--- config.mk ---
export PLATFORM = sky130hd
export DESIGN_NAME = pipeline_ctrl_flat
export DESIGN_NICKNAME = d
export VERILOG_FILES = /design/src/rtl/pipeline_ctrl_pkg.sv /design/src/rtl/pipeline_ctrl_if.sv /design/src/rtl/pipeline_ctrl_hazard_detect.sv /design/src/rtl/pipeline_ctrl.sv /design/src/flat_wrapper.sv
export SDC_FILE = /design/constraint.sdc
export NUM_CORES = 1
export LEC_CHECK = 0
export ABC_CLOCK_PERIOD_IN_PS = 3500
export BUFFER_PORTS_ARGS = -buffer_cell sky130_fd_sc_hd__buf_4
export CAP_MARGIN = 20
export CORE_AREA = 2 2 84 86
export CTS_CLUSTER_SIZE = 40
export DETAILED_ROUTE_END_ITERATION = 8
export DIE_AREA = 0 0 86 88
export PLACE_DENSITY = 0.78
export SETUP_SLACK_MARGIN = 0.1
export SLEW_MARGIN = 0
export SYNTH_ARGS = -nofsm -noshare
export SYNTH_HDL_FRONTEND = slang
export SYNTH_SLANG_ARGS = --single-unit
--- constraint.sdc ---
create_clock -name clk -period 3.5 [get_ports clk]
set_clock_uncertainty 0.2 [all_clocks]
set_input_delay 0.35 -clock clk [delete_from_list [all_inputs] [get_ports clk]]
set_output_delay 0.35 -clock clk [all_outputs]
set_load 0.01 [all_outputs]
--- src/rtl/pipeline_ctrl_pkg.sv ---
// Shared constants, state encodings and helpers for the pipeline hazard/sequencing controller.
package pipeline_ctrl_pkg;

  localparam int unsigned REG_ADDR_W   = 5;
  localparam logic        STALL_EN     = 1'b1;
  localparam logic        FLUSH_EN     = 1'b1;
  localparam logic        RST_ACTIVE_H = 1'b1;
  localparam logic [REG_ADDR_W-1:0] ZERO = '0;

  // Legacy encodings kept so existing debug tooling decodes the state bit unchanged.
  localparam logic [0:0] PCTL_RUN  = 1'b0;
  localparam logic [0:0] PCTL_HOLD = 1'b1;

  typedef enum logic [0:0] {
    ST_RUN  = PCTL_RUN,
    ST_HOLD = PCTL_HOLD
  } pctl_state_e;

  function automatic logic [1:0] max_bubbles(input logic [1:0] a, input logic [1:0] b);
    return (a > b) ? a : b;
  endfunction

endpackage

--- src/rtl/pipeline_ctrl_if.sv ---
// Hazard inputs and stall/flush/freeze controls exchanged between the core and pipeline_ctrl.
interface pipeline_ctrl_if #(
  parameter int unsigned REG_ADDR_W = 5,
  parameter int unsigned STAT_W     = 32
);

  logic [REG_ADDR_W-1:0] id_rs1_addr;
  logic [REG_ADDR_W-1:0] id_rs2_addr;
  logic                  id_rs1_used;
  logic                  id_rs2_used;
  logic                  id_is_branch;
  logic                  id_redirect;
  logic [REG_ADDR_W-1:0] idex_rd_addr;
  logic                  idex_reg_write;
  logic                  idex_mem_read;
  logic [REG_ADDR_W-1:0] exmem_rd_addr;
  logic                  exmem_mem_read;
  logic                  dmem_busy;
  logic                  pc_stall;
  logic                  ifid_stall;
  logic                  ifid_flush;
  logic                  idex_flush;
  logic                  pipe_freeze;
  logic [STAT_W-1:0]     stall_cycles;
  logic [STAT_W-1:0]     flush_count;

  modport master (
    output id_rs1_addr, id_rs2_addr, id_rs1_used, id_rs2_used, id_is_branch, id_redirect,
    output idex_rd_addr, idex_reg_write, idex_mem_read, exmem_rd_addr, exmem_mem_read, dmem_busy,
    input  pc_stall, ifid_stall, ifid_flush, idex_flush, pipe_freeze, stall_cycles, flush_count
  );

  modport slave (
    input  id_rs1_addr, id_rs2_addr, id_rs1_used, id_rs2_used, id_is_branch, id_redirect,
    input  idex_rd_addr, idex_reg_write, idex_mem_read, exmem_rd_addr, exmem_mem_read, dmem_busy,
    output pc_stall, ifid_stall, ifid_flush, idex_flush, pipe_freeze, stall_cycles, flush_count
  );

endinterface

--- src/rtl/pipeline_ctrl_hazard_detect.sv ---
// Combinational register-match logic; reports the bubble count N needed by the instruction in ID.
module hazard_detect #(
  parameter int unsigned REG_ADDR_W = pipeline_ctrl_pkg::REG_ADDR_W
) (
  input  logic [REG_ADDR_W-1:0] id_rs1_addr,
  input  logic [REG_ADDR_W-1:0] id_rs2_addr,
  input  logic                  id_rs1_used,
  input  logic                  id_rs2_used,
  input  logic                  id_is_branch,
  input  logic [REG_ADDR_W-1:0] idex_rd_addr,
  input  logic                  idex_reg_write,
  input  logic                  idex_mem_read,
  input  logic [REG_ADDR_W-1:0] exmem_rd_addr,
  input  logic                  exmem_mem_read,
  output logic [1:0]            n
);
  import pipeline_ctrl_pkg::*;

  logic ex_match;
  logic mem_match;
  logic [1:0] n_load_use;
  logic [1:0] n_branch_alu;
  logic [1:0] n_branch_mem;

  // x0 is never a real producer, so it can never create a dependency.
  assign ex_match  = (idex_rd_addr != REG_ADDR_W'(ZERO)) &&
                     ((id_rs1_used && (id_rs1_addr == idex_rd_addr)) ||
                      (id_rs2_used && (id_rs2_addr == idex_rd_addr)));
  assign mem_match = (exmem_rd_addr != REG_ADDR_W'(ZERO)) &&
                     ((id_rs1_used && (id_rs1_addr == exmem_rd_addr)) ||
                      (id_rs2_used && (id_rs2_addr == exmem_rd_addr)));

  always_comb begin
    n_load_use   = '0;
    n_branch_alu = '0;
    n_branch_mem = '0;
    if (ex_match && idex_mem_read) begin
      n_load_use = id_is_branch ? 2'd2 : 2'd1;
    end
    if (id_is_branch && ex_match && idex_reg_write && !idex_mem_read) begin
      n_branch_alu = 2'd1;
    end
    if (id_is_branch && mem_match && exmem_mem_read) begin
      n_branch_mem = 2'd1;
    end
    n = max_bubbles(n_load_use, max_bubbles(n_branch_alu, n_branch_mem));
  end

endmodule

--- src/rtl/pipeline_ctrl.sv ---
// Hazard/sequencing controller for the 5-stage rv32i core: stall, flush and freeze controls plus
// free-running stall/flush statistics.
module pipeline_ctrl #(
  parameter int unsigned REG_ADDR_W = pipeline_ctrl_pkg::REG_ADDR_W,
  parameter int unsigned STAT_W     = 32
) (
  input  logic           clk,
  input  logic           rst,
  pipeline_ctrl_if.slave bus
);
  import pipeline_ctrl_pkg::*;

  pctl_state_e       state;
  pctl_state_e       state_nxt;
  logic [1:0]        cnt;
  logic [1:0]        cnt_nxt;
  logic [1:0]        n;
  logic              pc_stall;
  logic              ifid_stall;
  logic              ifid_flush;
  logic              idex_flush;
  logic              pipe_freeze;
  logic [STAT_W-1:0] stall_cycles;
  logic [STAT_W-1:0] flush_count;

  hazard_detect #(.REG_ADDR_W(REG_ADDR_W)) u_hazard_detect (
    .id_rs1_addr    (bus.id_rs1_addr),
    .id_rs2_addr    (bus.id_rs2_addr),
    .id_rs1_used    (bus.id_rs1_used),
    .id_rs2_used    (bus.id_rs2_used),
    .id_is_branch   (bus.id_is_branch),
    .idex_rd_addr   (bus.idex_rd_addr),
    .idex_reg_write (bus.idex_reg_write),
    .idex_mem_read  (bus.idex_mem_read),
    .exmem_rd_addr  (bus.exmem_rd_addr),
    .exmem_mem_read (bus.exmem_mem_read),
    .n              (n)
  );

  // Priority: reset, freeze, HOLD, RUN hazard, redirect. Freeze leaves state/cnt untouched.
  always_comb begin
    pc_stall    = 1'b0;
    ifid_stall  = 1'b0;
    ifid_flush  = 1'b0;
    idex_flush  = 1'b0;
    pipe_freeze = 1'b0;
    state_nxt   = state;
    cnt_nxt     = cnt;
    if (rst != RST_ACTIVE_H) begin
      if (bus.dmem_busy) begin
        pc_stall    = 1'b1;
        ifid_stall  = STALL_EN;
        pipe_freeze = 1'b1;
      end else if (state == ST_HOLD) begin
        pc_stall   = 1'b1;
        ifid_stall = STALL_EN;
        idex_flush = 1'b1;
        if (cnt <= 2'd1) begin
          state_nxt = ST_RUN;
          cnt_nxt   = '0;
        end else begin
          cnt_nxt = cnt - 2'd1;
        end
      end else if (n != 2'd0) begin
        pc_stall   = 1'b1;
        ifid_stall = STALL_EN;
        idex_flush = 1'b1;
        if (n > 2'd1) begin
          state_nxt = ST_HOLD;
          cnt_nxt   = n - 2'd1;
        end
      end else if (bus.id_redirect) begin
        ifid_flush = FLUSH_EN;
      end
    end
  end

  always_ff @(posedge clk) begin
    if (rst == RST_ACTIVE_H) begin
      state        <= ST_RUN;
      cnt          <= '0;
      stall_cycles <= '0;
      flush_count  <= '0;
    end else begin
      state <= state_nxt;
      cnt   <= cnt_nxt;
      if (ifid_stall) begin
        stall_cycles <= stall_cycles + STAT_W'(1);
      end
      if (ifid_flush) begin
        flush_count <= flush_count + STAT_W'(1);
      end
    end
  end

  assign bus.pc_stall     = pc_stall;
  assign bus.ifid_stall   = ifid_stall;
  assign bus.ifid_flush   = ifid_flush;
  assign bus.idex_flush   = idex_flush;
  assign bus.pipe_freeze  = pipe_freeze;
  assign bus.stall_cycles = stall_cycles;
  assign bus.flush_count  = flush_count;

endmodule

--- src/flat_wrapper.sv ---
// flat-port wrapper written by rule: the top's interface ports become plain ports
module pipeline_ctrl_flat import pipeline_ctrl_pkg::*;
#(
  parameter int unsigned REG_ADDR_W = pipeline_ctrl_pkg::REG_ADDR_W,
  parameter int unsigned STAT_W     = 32
)
  (clk, rst, bus_id_rs1_addr, bus_id_rs2_addr, bus_id_rs1_used, bus_id_rs2_used, bus_id_is_branch, bus_id_redirect, bus_idex_rd_addr, bus_idex_reg_write, bus_idex_mem_read, bus_exmem_rd_addr, bus_exmem_mem_read, bus_dmem_busy, bus_pc_stall, bus_ifid_stall, bus_ifid_flush, bus_idex_flush, bus_pipe_freeze, bus_stall_cycles, bus_flush_count);
  pipeline_ctrl_if #(.REG_ADDR_W(REG_ADDR_W), .STAT_W(STAT_W)) bus_i ();
  input  logic clk;
  input  logic rst;
  input wire logic [$bits(bus_i.id_rs1_addr)-1:0] bus_id_rs1_addr;
  input wire logic [$bits(bus_i.id_rs2_addr)-1:0] bus_id_rs2_addr;
  input wire logic [$bits(bus_i.id_rs1_used)-1:0] bus_id_rs1_used;
  input wire logic [$bits(bus_i.id_rs2_used)-1:0] bus_id_rs2_used;
  input wire logic [$bits(bus_i.id_is_branch)-1:0] bus_id_is_branch;
  input wire logic [$bits(bus_i.id_redirect)-1:0] bus_id_redirect;
  input wire logic [$bits(bus_i.idex_rd_addr)-1:0] bus_idex_rd_addr;
  input wire logic [$bits(bus_i.idex_reg_write)-1:0] bus_idex_reg_write;
  input wire logic [$bits(bus_i.idex_mem_read)-1:0] bus_idex_mem_read;
  input wire logic [$bits(bus_i.exmem_rd_addr)-1:0] bus_exmem_rd_addr;
  input wire logic [$bits(bus_i.exmem_mem_read)-1:0] bus_exmem_mem_read;
  input wire logic [$bits(bus_i.dmem_busy)-1:0] bus_dmem_busy;
  output wire logic [$bits(bus_i.pc_stall)-1:0] bus_pc_stall;
  output wire logic [$bits(bus_i.ifid_stall)-1:0] bus_ifid_stall;
  output wire logic [$bits(bus_i.ifid_flush)-1:0] bus_ifid_flush;
  output wire logic [$bits(bus_i.idex_flush)-1:0] bus_idex_flush;
  output wire logic [$bits(bus_i.pipe_freeze)-1:0] bus_pipe_freeze;
  output wire logic [$bits(bus_i.stall_cycles)-1:0] bus_stall_cycles;
  output wire logic [$bits(bus_i.flush_count)-1:0] bus_flush_count;
  assign bus_i.id_rs1_addr = bus_id_rs1_addr;
  assign bus_i.id_rs2_addr = bus_id_rs2_addr;
  assign bus_i.id_rs1_used = bus_id_rs1_used;
  assign bus_i.id_rs2_used = bus_id_rs2_used;
  assign bus_i.id_is_branch = bus_id_is_branch;
  assign bus_i.id_redirect = bus_id_redirect;
  assign bus_i.idex_rd_addr = bus_idex_rd_addr;
  assign bus_i.idex_reg_write = bus_idex_reg_write;
  assign bus_i.idex_mem_read = bus_idex_mem_read;
  assign bus_i.exmem_rd_addr = bus_exmem_rd_addr;
  assign bus_i.exmem_mem_read = bus_exmem_mem_read;
  assign bus_i.dmem_busy = bus_dmem_busy;
  assign bus_pc_stall = bus_i.pc_stall;
  assign bus_ifid_stall = bus_i.ifid_stall;
  assign bus_ifid_flush = bus_i.ifid_flush;
  assign bus_idex_flush = bus_i.idex_flush;
  assign bus_pipe_freeze = bus_i.pipe_freeze;
  assign bus_stall_cycles = bus_i.stall_cycles;
  assign bus_flush_count = bus_i.flush_count;
  pipeline_ctrl #(.REG_ADDR_W(REG_ADDR_W), .STAT_W(STAT_W)) u_core (.clk(clk), .rst(rst), .bus(bus_i));
endmodule
# After elaboration in Yosys (flattened, before gate mapping)
# Index checks and enable logic that the tools add are counted.
[word_totals]
inputBits = 30
out_inout_bits = 69
word_cells = 65
register_bits = 67
[classes]
n_eq_ne = 4
reduce_logical = 21
order_cmp = 4
n_bitwise = 1
mux = 27
n_addsub = 4
[ops]
columns = ["op", "count"]
rows = [
  ["$add A32 B1 Y32 const B", 2],
  ["$eq A5 B5 Y1", 4],
  ["$mux W1", 19],
  ["$mux W2", 8],
  ["$logic_and A1 B1 Y1", 12],
  ["$reduce_bool A5 Y1", 2],
  ["$reduce_bool A2 Y1", 3],
  ["$gt A2 B2 Y1", 2],
  ["$sub A2 B1 Y2 const B", 2],
  ["$reduce_and A3 Y1", 1],
  ["$gt A2 B1 Y1 const B", 1],
  ["$le A2 B1 Y1 const B", 1],
  ["$logic_or A1 B1 Y1", 2],
  ["$logic_not A1 Y1", 1],
  ["$not A1 Y1", 1],
]

# Longest topological paths before layout
# Gate-level depths: netlist of the first run.
[logic_depth]
word_depth = 17
mapped_depth = 15
mapped_depth_nobuf = 13

# Modules after synthesis
# Synthesis of the first run repeated with hierarchy kept, for this count alone.
[unflattened]
hier_cells = 410
hier_area_um2 = 3538.4
[modules_own_cells]
columns = ["mod", "area_each_um2", "seq_area_each_um2", "cells_per_inst", "n_inst"]
rows = [
  ["pipeline_ctrl", 3228.1, 1341.3, 371, 1],
  ["hazard_detect", 310.3, 0.0, 39, 1],
]

# Least setup slack after synthesis of the first run
# Ideal clock, no wire load.
[synth_timing]
path_kind = "input to register"
start = "input bus_idex_rd_addr[1]"
end = "register u_core.flush_count[21] (netlist: u_core.bus.flush_count[21])"
required_ps = 3172
setup_time_ps = 128
cell_stages = 15
path_buffers = 2
slack_ps = 340
t_arrival_ps = 2832
cell_sequence = "xnor2_1 nand4_1 o22ai_1 and2_1 clkbuf_1 nor2_1 a211oi_1 ha_1 nand4bb_1 buf_6 or4b_4 nor3_4 nand2_1 xor2_1 nor2_1"
[synth_via]
elab_chain_len = 17
word_cells_on_any_way = 22
classes_between = "2 x order compare; 2 x eq/ne; 8 x mux; 10 x reduce/logical"
[synth_rtl]
columns = ["element", "line_no", "source"]
rows = [
  ["start: declaration", "flat_wrapper.sv:17", "input wire logic [$bits(bus_i.idex_rd_addr)-1:0] bus_idex_rd_addr;"],
  ["$eq A5 B5 Y1, on equally long branches", "pipeline_ctrl_hazard_detect.sv:27, pipeline_ctrl_hazard_detect.sv:28", ""],
  ["$logic_and A1 B1 Y1, on equally long branches", "pipeline_ctrl_hazard_detect.sv:27, pipeline_ctrl_hazard_detect.sv:28", ""],
  ["$logic_or A1 B1 Y1", "pipeline_ctrl_hazard_detect.sv:27", "((id_rs1_used && (id_rs1_addr == idex_rd_addr)) ||"],
  ["$logic_and A1 B1 Y1 (*)", "pipeline_ctrl_hazard_detect.sv:26", "assign ex_match = (idex_rd_addr != REG_ADDR_W'(ZERO)) &&"],
  ["$logic_and A1 B1 Y1 (3 in a row)", "pipeline_ctrl_hazard_detect.sv:40", "if (id_is_branch && ex_match && idex_reg_write && !idex_mem_read) begin"],
  ["$mux W1", "pipeline_ctrl_hazard_detect.sv:40", ""],
  ["$gt A2 B2 Y1", "pipeline_ctrl_pkg.sv:20", "return (a > b) ? a : b;"],
  ["$mux W2", "pipeline_ctrl_pkg.sv:20", ""],
  ["$gt A2 B2 Y1", "pipeline_ctrl_pkg.sv:20", ""],
  ["$mux W2 (*)", "pipeline_ctrl_pkg.sv:20", ""],
  ["$reduce_bool A2 Y1 (*)", "pipeline_ctrl.sv:64", "end else if (n != 2'd0) begin"],
  ["$mux W1 (*)", "pipeline_ctrl.sv:64", ""],
  ["$mux W1 (*)", "pipeline_ctrl.sv:54", "end else if (state == ST_HOLD) begin"],
  ["$mux W1 (*)", "pipeline_ctrl.sv:50", "if (bus.dmem_busy) begin"],
  ["$mux W1 (*)", "pipeline_ctrl.sv:49", "if (rst != RST_ACTIVE_H) begin"],
  ["end signal: assignment", "pipeline_ctrl.sv:91", "flush_count <= flush_count + STAT_W'(1);"],
  ["end: declaration", "pipeline_ctrl.sv:24", "logic [STAT_W-1:0] flush_count;"],
]
# Every way passes the cells marked *; elsewhere a longest branch is shown, timed or not.
# A chain may end at the register's enable or synchronous reset.

# Worst setup path after layout of the first run
[layout_timing]
start = "input bus_exmem_rd_addr[1]"
end = "output bus_pc_stall"
[layout_via]
elab_chain_len = 16
word_cells_on_any_way = 19
classes_between = "2 x order compare; 2 x eq/ne; 7 x mux; 8 x reduce/logical"
[layout_rtl]
columns = ["element", "line_no", "source"]
rows = [
  ["start: declaration", "flat_wrapper.sv:20", "input wire logic [$bits(bus_i.exmem_rd_addr)-1:0] bus_exmem_rd_addr;"],
  ["$eq A5 B5 Y1, on equally long branches", "pipeline_ctrl_hazard_detect.sv:30, pipeline_ctrl_hazard_detect.sv:31", ""],
  ["$logic_and A1 B1 Y1, on equally long branches", "pipeline_ctrl_hazard_detect.sv:30, pipeline_ctrl_hazard_detect.sv:31", ""],
  ["$logic_or A1 B1 Y1", "pipeline_ctrl_hazard_detect.sv:30", "((id_rs1_used && (id_rs1_addr == exmem_rd_addr)) ||"],
  ["$logic_and A1 B1 Y1 (*)", "pipeline_ctrl_hazard_detect.sv:29", "assign mem_match = (exmem_rd_addr != REG_ADDR_W'(ZERO)) &&"],
  ["$logic_and A1 B1 Y1 (*) (2 in a row)", "pipeline_ctrl_hazard_detect.sv:43", "if (id_is_branch && mem_match && exmem_mem_read) begin"],
  ["$mux W1 (*)", "pipeline_ctrl_hazard_detect.sv:43", ""],
  ["$gt A2 B2 Y1", "pipeline_ctrl_pkg.sv:20", ""],
  ["$mux W2 (*)", "pipeline_ctrl_pkg.sv:20", ""],
  ["$gt A2 B2 Y1", "pipeline_ctrl_pkg.sv:20", ""],
  ["$mux W2 (*)", "pipeline_ctrl_pkg.sv:20", ""],
  ["$reduce_bool A2 Y1 (*)", "pipeline_ctrl.sv:64", ""],
  ["$mux W1 (*)", "pipeline_ctrl.sv:64", ""],
  ["$mux W1 (*)", "pipeline_ctrl.sv:54", ""],
  ["$mux W1 (*)", "pipeline_ctrl.sv:50", ""],
  ["$mux W1 (*)", "pipeline_ctrl.sv:49", ""],
  ["end: declaration", "flat_wrapper.sv:23", "output wire logic [$bits(bus_i.pc_stall)-1:0] bus_pc_stall;"],
]
# Marked as above.

==> results of run 1 <==
-- layout make-up --
class	instances	area, sq um	area share (%)
multi-input cells	307	1940	43.7
flip-flops and latches	67	1340	30.3
repair buffers	107	803	18.1
clock buffers	11	141	3.19
well taps	80	100	2.26
clock inverters	5	85.1	1.92
inverters	7	26.3	0.593
-- sequential cells by signal (all words and copies together), names as in the netlist --
name,cells
u_core.bus.flush_count,32
u_core.state,1
u_core.bus.stall_cycles,32
u_core.cnt,2
-- cells by family after synthesis --
logic type,Yosys count,synth area share [%]
AND/OR/NAND/NOR,203,31.6
flip-flops,67,40.1
AO/OA/AOI/OAI,23,4.27
multiplexers,1,0.337
XOR/XNOR,77,20.2
adder cells (fa/ha/maj),3,1.12
buffers and inverters,18,2.36
-- synthesized netlist by cell type, drive strengths merged (2+ instances only) --
cell type / count / area, sq um
buf: 5 / 30.0
clkbuf: 6 / 22.5
nor2b: 2 / 12.5
and3: 9 / 56.3
xor2: 50 / 438
nand2: 34 / 130
a21oi: 9 / 45.0
dfxtp: 67 / 1340
nor2: 72 / 270
inv: 7 / 26.3
nand3: 23 / 115
xnor2: 27 / 236
nor3: 13 / 76.3
o21ai: 5 / 25.0
ha: 3 / 37.5
nor4: 6 / 73.8
and4: 8 / 70.1
or3: 5 / 31.3
nand4: 22 / 138
-- critical path, cell delays in order --
cell and delay [ns]:
buf_4 0.12, or4_1 0.53, o221ai_1 0.23, nor2_1 0.06, a211oi_1 0.24, ha_1 0.20, buf_4 0.12, nor3b_4 0.28
buf_4 0.20, nor2_1 0.05, buf_4 0.17
-- through the flow --
stage,setup WS (ns),utilization (%),instance area (sq um)
2_1_floorplan,0.340,-,3340
6_report,0.380,66.7,4430
5_1_grt,0.138,66.7,4430
4_1_cts,0.290,66.5,4420
3_5_place_dp,0.0179,63.1,4190
3_3_place_gp,0.0685,63.1,4190
-- worst paths after layout --
| check | startpoint | end | slack (ns) | cells after the start |
|---|---|---|---|---|
| worst max-delay path | bus_exmem_rd_addr[1] | bus_pc_stall | 0.38 | 11 |
| worst min-delay path | bus_id_redirect | u_core.bus.flush_count[1] | 0.1 | 3 |
| worst max register to register | u_core.bus.stall_cycles[14] | u_core.bus.stall_cycles[24] | 1.32 | 6 |
| worst min register to register | u_core.bus.stall_cycles[10] | u_core.bus.stall_cycles[10] | 0.31 | 2 |
-- power groups by stage --
stage,Clock [mW],Combinational [mW],Sequential [mW]
after detailed placement,0,0.119,0.791
after global routing,0.779,0.132,0.773
after floorplan,0,0.0571,0.791
after global placement,0,0.117,0.790
final,0.729,0.120,0.773
after CTS,0.744,0.120,0.773
-- routing by layer --
layer / global-route usage, % / share of wire [%] / routed length, microns
met2: 33.7 / 48 / 3790
met1: 25.4 / 45 / 3500
met3: 5.84 / 5.1 / 403
met5: 0 / 0 / 0
met4: 9.67 / 2.0 / 155
==> metrics.txt, run 1 <==
Cell Pwr Density=366 nW/um^2; Sw Ratio=23.0%; diode count=0; Min Hold Slack=0.0983 ns; top_reg_cell synth=dfxtp_1; post-CTS setup buffers=0; Die W=roughly 86 microns; WP data arrival=~2.6 ns; critical path class=in2out; input/output buffers=just under 100; CP max FO=6; Mapped Nets=425; Final Hold Vio Count=0; CTS hold repair buffers=0; commonest non-fill, non-tap cells in the layout=buf_4, nor2_1, dfxtp_1, xor2_1, nand2_1; Clk pin slew, worst setup/hold paths=0.06 ns; non-filler cells, final=between 500 and 600; initial antenna violation count=0; num ports=99; logic gate share of total power=7.4%; Synth async-reset ratio=0%; Pwr Total=1.62 mW; setup TNS=0 ns; Row Count=30; starting density of the core=between 50% and 60%; number of synthesized register bits=67; Vias/cell=around 5.3; Seq pwr share=~48%; grt total ovfl=0; Fillers=about 560; unrepaired setup endpoints after global routing=no; gr usage total=between 20% and 30%; mean post-synth cell area=between 8 and 9 sq um; die outline area=roughly 7600 sq um; area delta synth->final=32.6%; Worst-Margin Slew=~0.55 ns; CTS tree=done; register area share after synthesis=around two fifths; largest net degree at the start of global routing=between 50 and 60; number of remaining DRC errors=0; Tcrit/Tclk final=around nine tenths; crit end category=primary output; Root Buffer=clkbuf_8; First-pass DRT Iterations=4; Final GP Congestion=just under 0.9; Lkg Pwr=1.82 nW; P_sw=~0.37 mW; clock sinks=between 60 and 70; max-slew violations=0; CTS H-tree depth=3; leading cell type in the layout, fill and taps excluded=buf_4; clock buffer depth=2; core footprint=6640 sq um; EDFF count, synth=0; Fmax=around 320 MHz; global-route wire length before repair=approximately 13000 microns; via count=around 3000; Cell variety after synth=44; Yosys Warn Count=0; die height=around 90 microns; type of origin of the critical path=primary input; status=finished, final reports clean; Internal Pwr Total=about 1.2 mW; Inst Count DP=about 570; nets=around 530; mapped cell area=~3300 sq um; clk_lat worst skew=around 0.36 ns; Routed WL per cell=~13 microns; Worst Path Required=between 2 and 3 ns; cells after synthesis=between 300 and 400; Peak VDD IR=0.238 mV; max cap viols=0; Routed WL=between 7000 and 8000 microns; Routed Antenna Nets=0; CTS Buf Count=9; initial drt markers=93; Worst Hold Class=in2reg; number of global-route vias before repair=~2800; layout cell share with drive strength beyond 1=between 20% and 30%; Post-DP HPWL=between 5000 and 6000 microns; Clk pwr share=roughly 45%; min Tclk post-route=3.12 ns; Final Setup Violations=0; worst relative slew slack=a little over three fifths; # resized after CTS=0
No activity file was read; power rests on OpenSTA's default activity.
==> run 2: changes to the inputs <==
--- a/config.mk
+++ b/config.mk
@@ -5,14 +5,15 @@
 export SDC_FILE = /design/constraint.sdc
 export NUM_CORES = 1
 export LEC_CHECK = 0
+export ABC_AREA = 1
 export ABC_CLOCK_PERIOD_IN_PS = 3500
 export BUFFER_PORTS_ARGS = -buffer_cell sky130_fd_sc_hd__buf_4
 export CAP_MARGIN = 20
-export CORE_AREA = 2 2 84 86
+export CORE_AREA = 2 2 93 95
 export CTS_CLUSTER_SIZE = 40
 export DETAILED_ROUTE_END_ITERATION = 8
-export DIE_AREA = 0 0 86 88
-export PLACE_DENSITY = 0.78
+export DIE_AREA = 0 0 95 97
+export PLACE_DENSITY = 0.79
 export SETUP_SLACK_MARGIN = 0.1
 export SLEW_MARGIN = 0
 export SYNTH_ARGS = -nofsm -noshare
==> constraint.sdc (replaced) <==
create_clock -name clk -period 3.5 [get_ports clk]
set_clock_uncertainty 0.2 [all_clocks]
set_input_delay 0.525 -clock clk [delete_from_list [all_inputs] [get_ports clk]]
set_output_delay 0.525 -clock clk [all_outputs]
set_load 0.01 [all_outputs]
==> run 2 against run 1 <==
Net effect:
- combinational power up 21%
- maximum frequency down 1.1%
- count of clock-buffer cells in the layout grew 1
- sequential cell count unchanged
- first-iteration DRC count grew to 3.9 times the previous value
- worst setup slack got worse by 0.033 ns
- total power is essentially flat
- critical path depth grew 4
- critical path type unchanged
- highest routed layer unchanged
==> metrics.txt, run 2 <==
status=finished, final reports clean; Root Buffer=clkbuf_8; Die W=95 microns (+10%); R2R Setup Slk=1.49 ns (+0.17 ns); Vias/cell=5.31 (+0.96%); leading cell type in the layout, fill and taps excluded=nand2_1; top_reg_cell synth=dfxtp_1; Worst Hold Class=reg2reg; top cells by count, synth=nand2_1, nor2_1, inv_1; First-pass DRT Iterations=5 (+1); global-route wire length before repair=19900 microns (+58%); WP data arrival=2.43 ns (-0.14 ns); mean post-synth cell area=6.30 sq um (-26%); clk_lat worst skew=0.35 ns (about the same); Synth async-reset ratio=0% (unchanged); Final GP Congestion=1.07 (+20%); main area contributors after synthesis=dfxtp_1, nand2_1, a21oi_1; grt total ovfl=0 (unchanged); GR peak layer=met2; die outline area=9220 sq um (+22%); Mapped Nets=727 (+71%); number of global-route vias before repair=4390 (+55%); starting density of the core=53.7% (+3.4 points); CTS Buf Count=9 (unchanged); critical path class=in2out; input/output buffers=98 (unchanged); routing usage on met3=4.13% (-1.7 points); crit-path cells=buf_4 -> nand2_1 -> nand2_1 -> nor2_1 -> nand3_1 -> nand2_1 -> nand3_1 -> nand3b_1 -> nand3_1 -> nand2_1 -> ha_1 -> nand3_4 -> nand2_4 -> inv_2 -> buf_4; CTS hold repair buffers=0 (unchanged); Routed Antenna Nets=0 (unchanged); Clk pin slew, worst setup/hold paths=0.07 ns (about the same); crit end category=primary output; initial drt markers=364 (+290%); commonest non-fill, non-tap cells in the layout=nand2_1, buf_4, nor2_1, inv_1, dfxtp_1; hold path cells=2 (-1); Worst Path Required=2.77 ns (-0.18 ns); Pwr Total=1.62 mW (about the same); gr usage total=26.2% (+5.5 points); clock buffer depth=2 (unchanged); Routed WL=11600 microns (+48%); type of origin of the critical path=primary input; largest net degree at the start of global routing=50 (-11%); via count=4778 (+56%); Final Setup Violations=0 (unchanged); Routed WL per cell=12.9 microns (-4.1%); register area share after synthesis=30.7% (-9.4 points); initial antenna violation count=0 (unchanged); Post-DP HPWL=9000 microns (+54%); Yosys Warn Count=0 (unchanged); number of synthesized register bits=67 (unchanged); die height=97 microns (+10%); top-count cell post-synth=nand2_1; Hold EP=u_core.bus.flush_count[10]; non-filler cells, final=900 (+54%); CTS tree=done; num ports=99 (unchanged); largest registers=u_core.bus.flush_count (32), u_core.bus.stall_cycles (32), u_core.cnt (2); Cell Pwr Density=300 nW/um^2 (-18%); CTS H-tree depth=3 (unchanged); clock sinks=67 (unchanged); Lkg Pwr=2.21 nW (+21%); # resized after CTS=0 (unchanged); core footprint=8130 sq um (+22%); Design Area, Final=5410 sq um (+22%); final core occ=66.5% (-0.24 points); CP max stage cell=inv_2; Tcrit/Tclk final=90.1% (+0.95 points); GR Util met2=41.9% (+8.2 points); Cell variety after synth=35 (-20%); critical path's most frequent cell=nand2_1; layout cell share with drive strength beyond 1=19.1% (-7.3 points); GR Util met1=35.6% (+10 points); post-CTS setup buffers=0 (unchanged); setup TNS=0 ns (unchanged); Slowest Stage Delay on Critical Path=0.25 ns (-0.28 ns); RR Endpoint=u_core.bus.flush_count[28]; EDFF count, synth=0 (unchanged); post-synth top area cell=dfxtp_1; Final Hold Vio Count=0 (unchanged); post-place instance area=5190 sq um (+24%); cells after synthesis=694 (+77%); CP max FO=18 (+12); unrepaired setup endpoints after global routing=no; mapped cell area=4370 sq um (+31%); R2R cell count=10 (+4); Fmax=317 MHz (-1.1%); R2R Path Start=u_core.bus.flush_count[0]; max cap viols=0 (unchanged); diode count=0 (unchanged); max-slew violations=0 (unchanged); Hold Path Origin=u_core.bus.flush_count[10]; Yosys top cell area share=30.7% (-9.4 points); Peak VDD IR=0.188 mV (-21%); area delta synth->final=23.8%; worst relative slew slack=65.1% (+1.9 points); min Tclk post-route=3.15 ns (+0.0331 ns); nets=823 (+55%); Inst Count DP=884 (+56%); number of remaining DRC errors=0 (unchanged); Worst-Margin Slew=0.524 ns (-0.0289 ns); Row Count=33 (+10%)
-- run 2: worst max path at each step --
stage / to / start / slack, ns
6_report: bus_pc_stall / bus_idex_rd_addr[3] / 0.35
4_1_cts: bus_pc_stall / bus_id_rs1_addr[3] / 0.37
2_1_floorplan: bus_pc_stall / bus_idex_rd_addr[0] / 0.50
3_3_place_gp: u_core.bus.stall_cycles[14] / bus_idex_rd_addr[3] / 0.43
3_5_place_dp: u_core.bus.stall_cycles[9] / bus_id_rs1_addr[3] / 0.28
5_1_grt: bus_ifid_stall / bus_idex_rd_addr[0] / 0.16
-- run 2: logic make-up after synthesis --
| logic type | after synthesis | share of synthesized area (%) |
|---|---|---|
| AND/OR/NAND/NOR | 409 | 42.8 |
| AO/OA/AOI/OAI | 90 | 10.7 |
| buffers and inverters | 90 | 7.99 |
| flip-flops | 67 | 30.7 |
| XOR/XNOR | 35 | 7.02 |
| adder cells (fa/ha/maj) | 3 | 0.859 |
-- run 2: worst max-delay path: cells and delay by family --
kind,cells,cell delay (ns)
buffers and inverters,3,0.55
adder cells (fa/ha/maj),1,0.23
AND/OR/NAND/NOR,11,1.12
-- run 2: cell type report --
cell class	count	area (sq um)
Tap cell	105	131
Sequential cell	67	1340
Multi-Input combinational cell	537	2680
Clock buffer	12	165
Clock inverter	4	55.1
Fill cell	742	2730
Timing Repair Buffer	101	758
Inverter	74	278
-- run 2: metrics by stage --
step	hold slack (ns)	setup slack (ns)
after floorplan	0.259	0.498
after global placement	0.278	0.425
after detailed placement	0.297	0.280
after CTS	0.309	0.368
after global routing	0.322	0.155
final	0.303	0.347
-- run 2: metal layers --
layer | up-vias | part of all wire (%)
li1 | 2427 | -
met1 | 2127 | 45
met2 | 206 | 47
met3 | 18 | 7.1
met4 | 0 | 1.1
met5 | - | 0
-- run 2: power breakdown --
group          switching, mW  internal [mW]  total [mW]  leakage (nW)
Sequential           0.00703          0.766       0.773         0.540
Combinational         0.0883         0.0568       0.145          1.56
Clock                  0.311          0.393       0.704         0.110
Total                  0.406           1.22        1.62          2.21
==> run 3: changes to the inputs <==
--- a/config.mk
+++ b/config.mk
@@ -9,13 +9,14 @@
 export ABC_CLOCK_PERIOD_IN_PS = 3500
 export BUFFER_PORTS_ARGS = -buffer_cell sky130_fd_sc_hd__buf_4
 export CAP_MARGIN = 20
-export CORE_AREA = 2 2 93 95
+export CORE_AREA = 2 2 92 94
 export CTS_CLUSTER_SIZE = 40
 export DETAILED_ROUTE_END_ITERATION = 8
-export DIE_AREA = 0 0 95 97
-export PLACE_DENSITY = 0.79
+export DIE_AREA = 0 0 94 96
+export PLACE_DENSITY = 0.78
 export SETUP_SLACK_MARGIN = 0.1
 export SLEW_MARGIN = 0
 export SYNTH_ARGS = -nofsm -noshare
 export SYNTH_HDL_FRONTEND = slang
+export SYNTH_HIERARCHICAL = 1
 export SYNTH_SLANG_ARGS = --single-unit
==> run 3 against run 2 <==
Net effect:
- first-iteration DRC count fell by 36%
- utilization shrank 1.3 points
- sequential power hardly changed
- maximum frequency up 0.70%
- count of clock-buffer cells in the layout is 3 lower
- sequential cell count is the same
- clock power is 5.0% higher
- design area shrank 2.9%
==> metrics.txt, run 3 <==
nets=819 (-0.49%); Simple-Gate Fraction of Synth Area=46.6% (+3.8 points); crit end category=primary output; min Tclk post-route=3.13 ns (-0.0220 ns); R2R Setup Slk=1.52 ns (+0.03 ns); number of synthesized register bits=67 (unchanged); Final Hold Vio Count=0 (unchanged); CTS hold repair buffers=0 (unchanged); Worst-Margin Slew=0.581 ns (+0.0576 ns); RR Endpoint=u_core/bus.stall_cycles[28]; top-count cell post-synth=nand2_1; Lkg Pwr=2.49 nW (+13%); max-slew violations=0 (unchanged); Hold EP=u_core/bus.flush_count[2]; num ports=99 (unchanged); status=finished, final reports clean; R2R Path Start=u_core/bus.stall_cycles[1]; Yosys Warn Count=6 (+6); Synth Area in XOR/XNOR=2.50% (-4.5 points); input/output buffers=98 (unchanged); global-route wire length before repair=18600 microns (-6.2%); diode count=0 (unchanged); gr usage total=25.5% (-0.69 points); clock sinks=67 (unchanged); largest net degree at the start of global routing=34 (-32%); largest registers=u_core/bus.flush_count (32), u_core/bus.stall_cycles (32), u_core/cnt (2); Post-DP HPWL=8540 microns (-5.1%); initial antenna violation count=0 (unchanged); Clk pin slew, worst setup/hold paths=0.07 ns (about the same); clock buffer depth=2 (unchanged); mapped cell area=4200 sq um (-4.0%); GR Util met2=45.5% (+3.6 points); Synth async-reset ratio=0% (unchanged); Routed WL per cell=12.5 microns (-2.7%); max cap viols=0 (unchanged); Worst Path Required=2.77 ns (about the same); core footprint=8050 sq um (-1.0%); number of remaining DRC errors=0 (unchanged); register area share after synthesis=32.0% (+1.3 points); Row Count=33 (unchanged); starting density of the core=52.1% (-1.6 points); Cell Pwr Density=315 nW/um^2 (+5.0%); Routed Antenna Nets=0 (unchanged); cells after synthesis=683 (-1.6%); CTS Buf Count=9 (unchanged); GR Util met1=30.6% (-4.9 points); die height=96 microns (-1.0%); Cell variety after synth=38 (+8.6%); hold path cells=2 (unchanged); via count=4701 (-1.6%); leading cell type in the layout, fill and taps excluded=nand2_1; R2R cell count=8 (-2); routing usage on met3=3.60% (-0.53 points); Routed WL=11200 microns (-3.2%); # resized after CTS=0 (unchanged); area delta synth->final=25.1%; mean post-synth cell area=6.14 sq um (-2.4%); CTS tree=done; post-synthesis adder-cell area fraction=1.19% (+0.33 points); Final Setup Violations=0 (unchanged); number of global-route vias before repair=4302 (-2.0%); mux cell area share after synthesis=0% (unchanged); Mapped Nets=717 (-1.4%); main area contributors after synthesis=dfxtp_1, nand2_1, nor2_1; post-synth top area cell=dfxtp_1; GR peak layer=met2; clk_lat worst skew=0.34 ns (about the same); Fmax=319 MHz (+0.70%); Peak VDD IR=0.208 mV (+10%); post-CTS setup buffers=0 (unchanged); setup TNS=0 ns (unchanged); top cells by count, synth=nand2_1, nor2_1, inv_1; Hold Path Origin=u_core/bus.flush_count[2]; Die W=94 microns (-1.1%); Root Buffer=clkbuf_8; Yosys top cell area share=32.0% (+1.3 points); Tcrit/Tclk final=89.5% (-0.63 points); die outline area=9020 sq um (-2.1%); Pwr Total=1.65 mW (+2.0%); First-pass DRT Iterations=5 (unchanged); Final GP Congestion=0.918 (-14%); Worst Hold Class=reg2reg; layout cell share with drive strength beyond 1=20.0% (+0.88 points); post-synthesis compound-gate area fraction=7.60% (-3.1 points); commonest non-fill, non-tap cells in the layout=nand2_1, nor2_1, buf_4, inv_1; CP max FO=10 (-8); WP data arrival=2.41 ns (-0.02 ns); Vias/cell=5.25 (-1.1%); initial drt markers=234 (-36%); main combinational cell family by area after synthesis=simple AND/OR/NAND/NOR gates; type of origin of the critical path=primary input; critical path class=in2out; CTS H-tree depth=3 (unchanged); top_reg_cell synth=dfxtp_1; worst relative slew slack=61.2% (-3.9 points); unrepaired setup endpoints after global routing=no; grt total ovfl=0 (unchanged); EDFF count, synth=0 (unchanged)
## run 3: changes by cell type in the layout (fill, tap and decap cells not counted), sizes merged, moves of 5 or more
cell,previous run,this run
xnor2,10,4
nor2,86,146
a21oi,63,30
nand4,16,21
nor3,41,14
o21ai,19,24
nand3,32,70
nand2,222,172
inv,76,102
xor2,25,8
## run 3: critical path, cell delays in order
cell     delay (ns)
buf_4          0.12
nor3_1         0.25
nand3_1        0.20
nand3_1        0.15
nand3_1        0.09
nand2_1        0.09
inv_1          0.06
ha_1           0.26
nand2_2        0.21
nand2_4        0.15
inv_2          0.16
buf_4          0.14
## run 3: layout make-up
cell class / count / area, sq um
clock buffer: 9 / 124
multi-input combinational: 507 / 2430
tap: 105 / 131
timing repair buffer: 100 / 751
inverter: 100 / 375
clock inverter: 7 / 98.8
fill: 735 / 2800
sequential: 67 / 1340
## run 3: logic make-up (layout without fill, tap and decap cells)
group	after synthesis	in the layout
buffers and inverters	109	216
AOI/OAI and AO/OA	60	60
and+or+nand+nor	431	431
xor gates and xnor gates	12	12
adders and majority gates	4	4
DFF	67	67
## run 3: how the worst max path moves through the flow
stage / from / to / slack (ns) / cells past startpoint
6_report: bus_idex_rd_addr[4] / bus_ifid_stall / 0.37 / 12
5_1_grt: bus_id_rs2_addr[3] / bus_ifid_stall / 0.25 / 17
4_1_cts: bus_id_rs2_addr[3] / bus_ifid_stall / 0.42 / 17
3_5_place_dp: bus_id_rs2_addr[3] / bus_ifid_stall / 0.42 / 17
3_3_place_gp: bus_idex_rd_addr[4] / bus_pc_stall / 0.48 / 12
2_1_floorplan: bus_id_rs2_addr[2] / bus_pc_stall / 0.80 / 16
## run 3: report_power, final
part           internal (mW)  total (mW)  switching, mW  leakage, nW
sequential             0.766       0.771        0.00499        0.540
combinational         0.0576       0.144         0.0864         1.84
clock                  0.406       0.739          0.333        0.110
## run 3: per-stage QoR
stage | hold WS, ns | std cells | setup slack (ns) | util, % | instance area (sq um)
5_1_grt | 0.325 | 895 | 0.246 | 65.2 | 5250
6_report | 0.299 | 895 | 0.369 | 65.2 | 5250
3_3_place_gp | 0.279 | 879 | 0.484 | 62.5 | 5030
2_1_floorplan | 0.273 | 683 | 0.801 | - | 4200
3_5_place_dp | 0.283 | 879 | 0.418 | 62.5 | 5030
4_1_cts | 0.305 | 895 | 0.415 | 65.2 | 5250
## run 3: routing by layer
metal / part of all wire, % / up-vias
li1: - / 2373
met1: 42 / 2154
met2: 50 / 155
met3: 6.0 / 19
met4: 2.1 / 0
met5: 0 / -
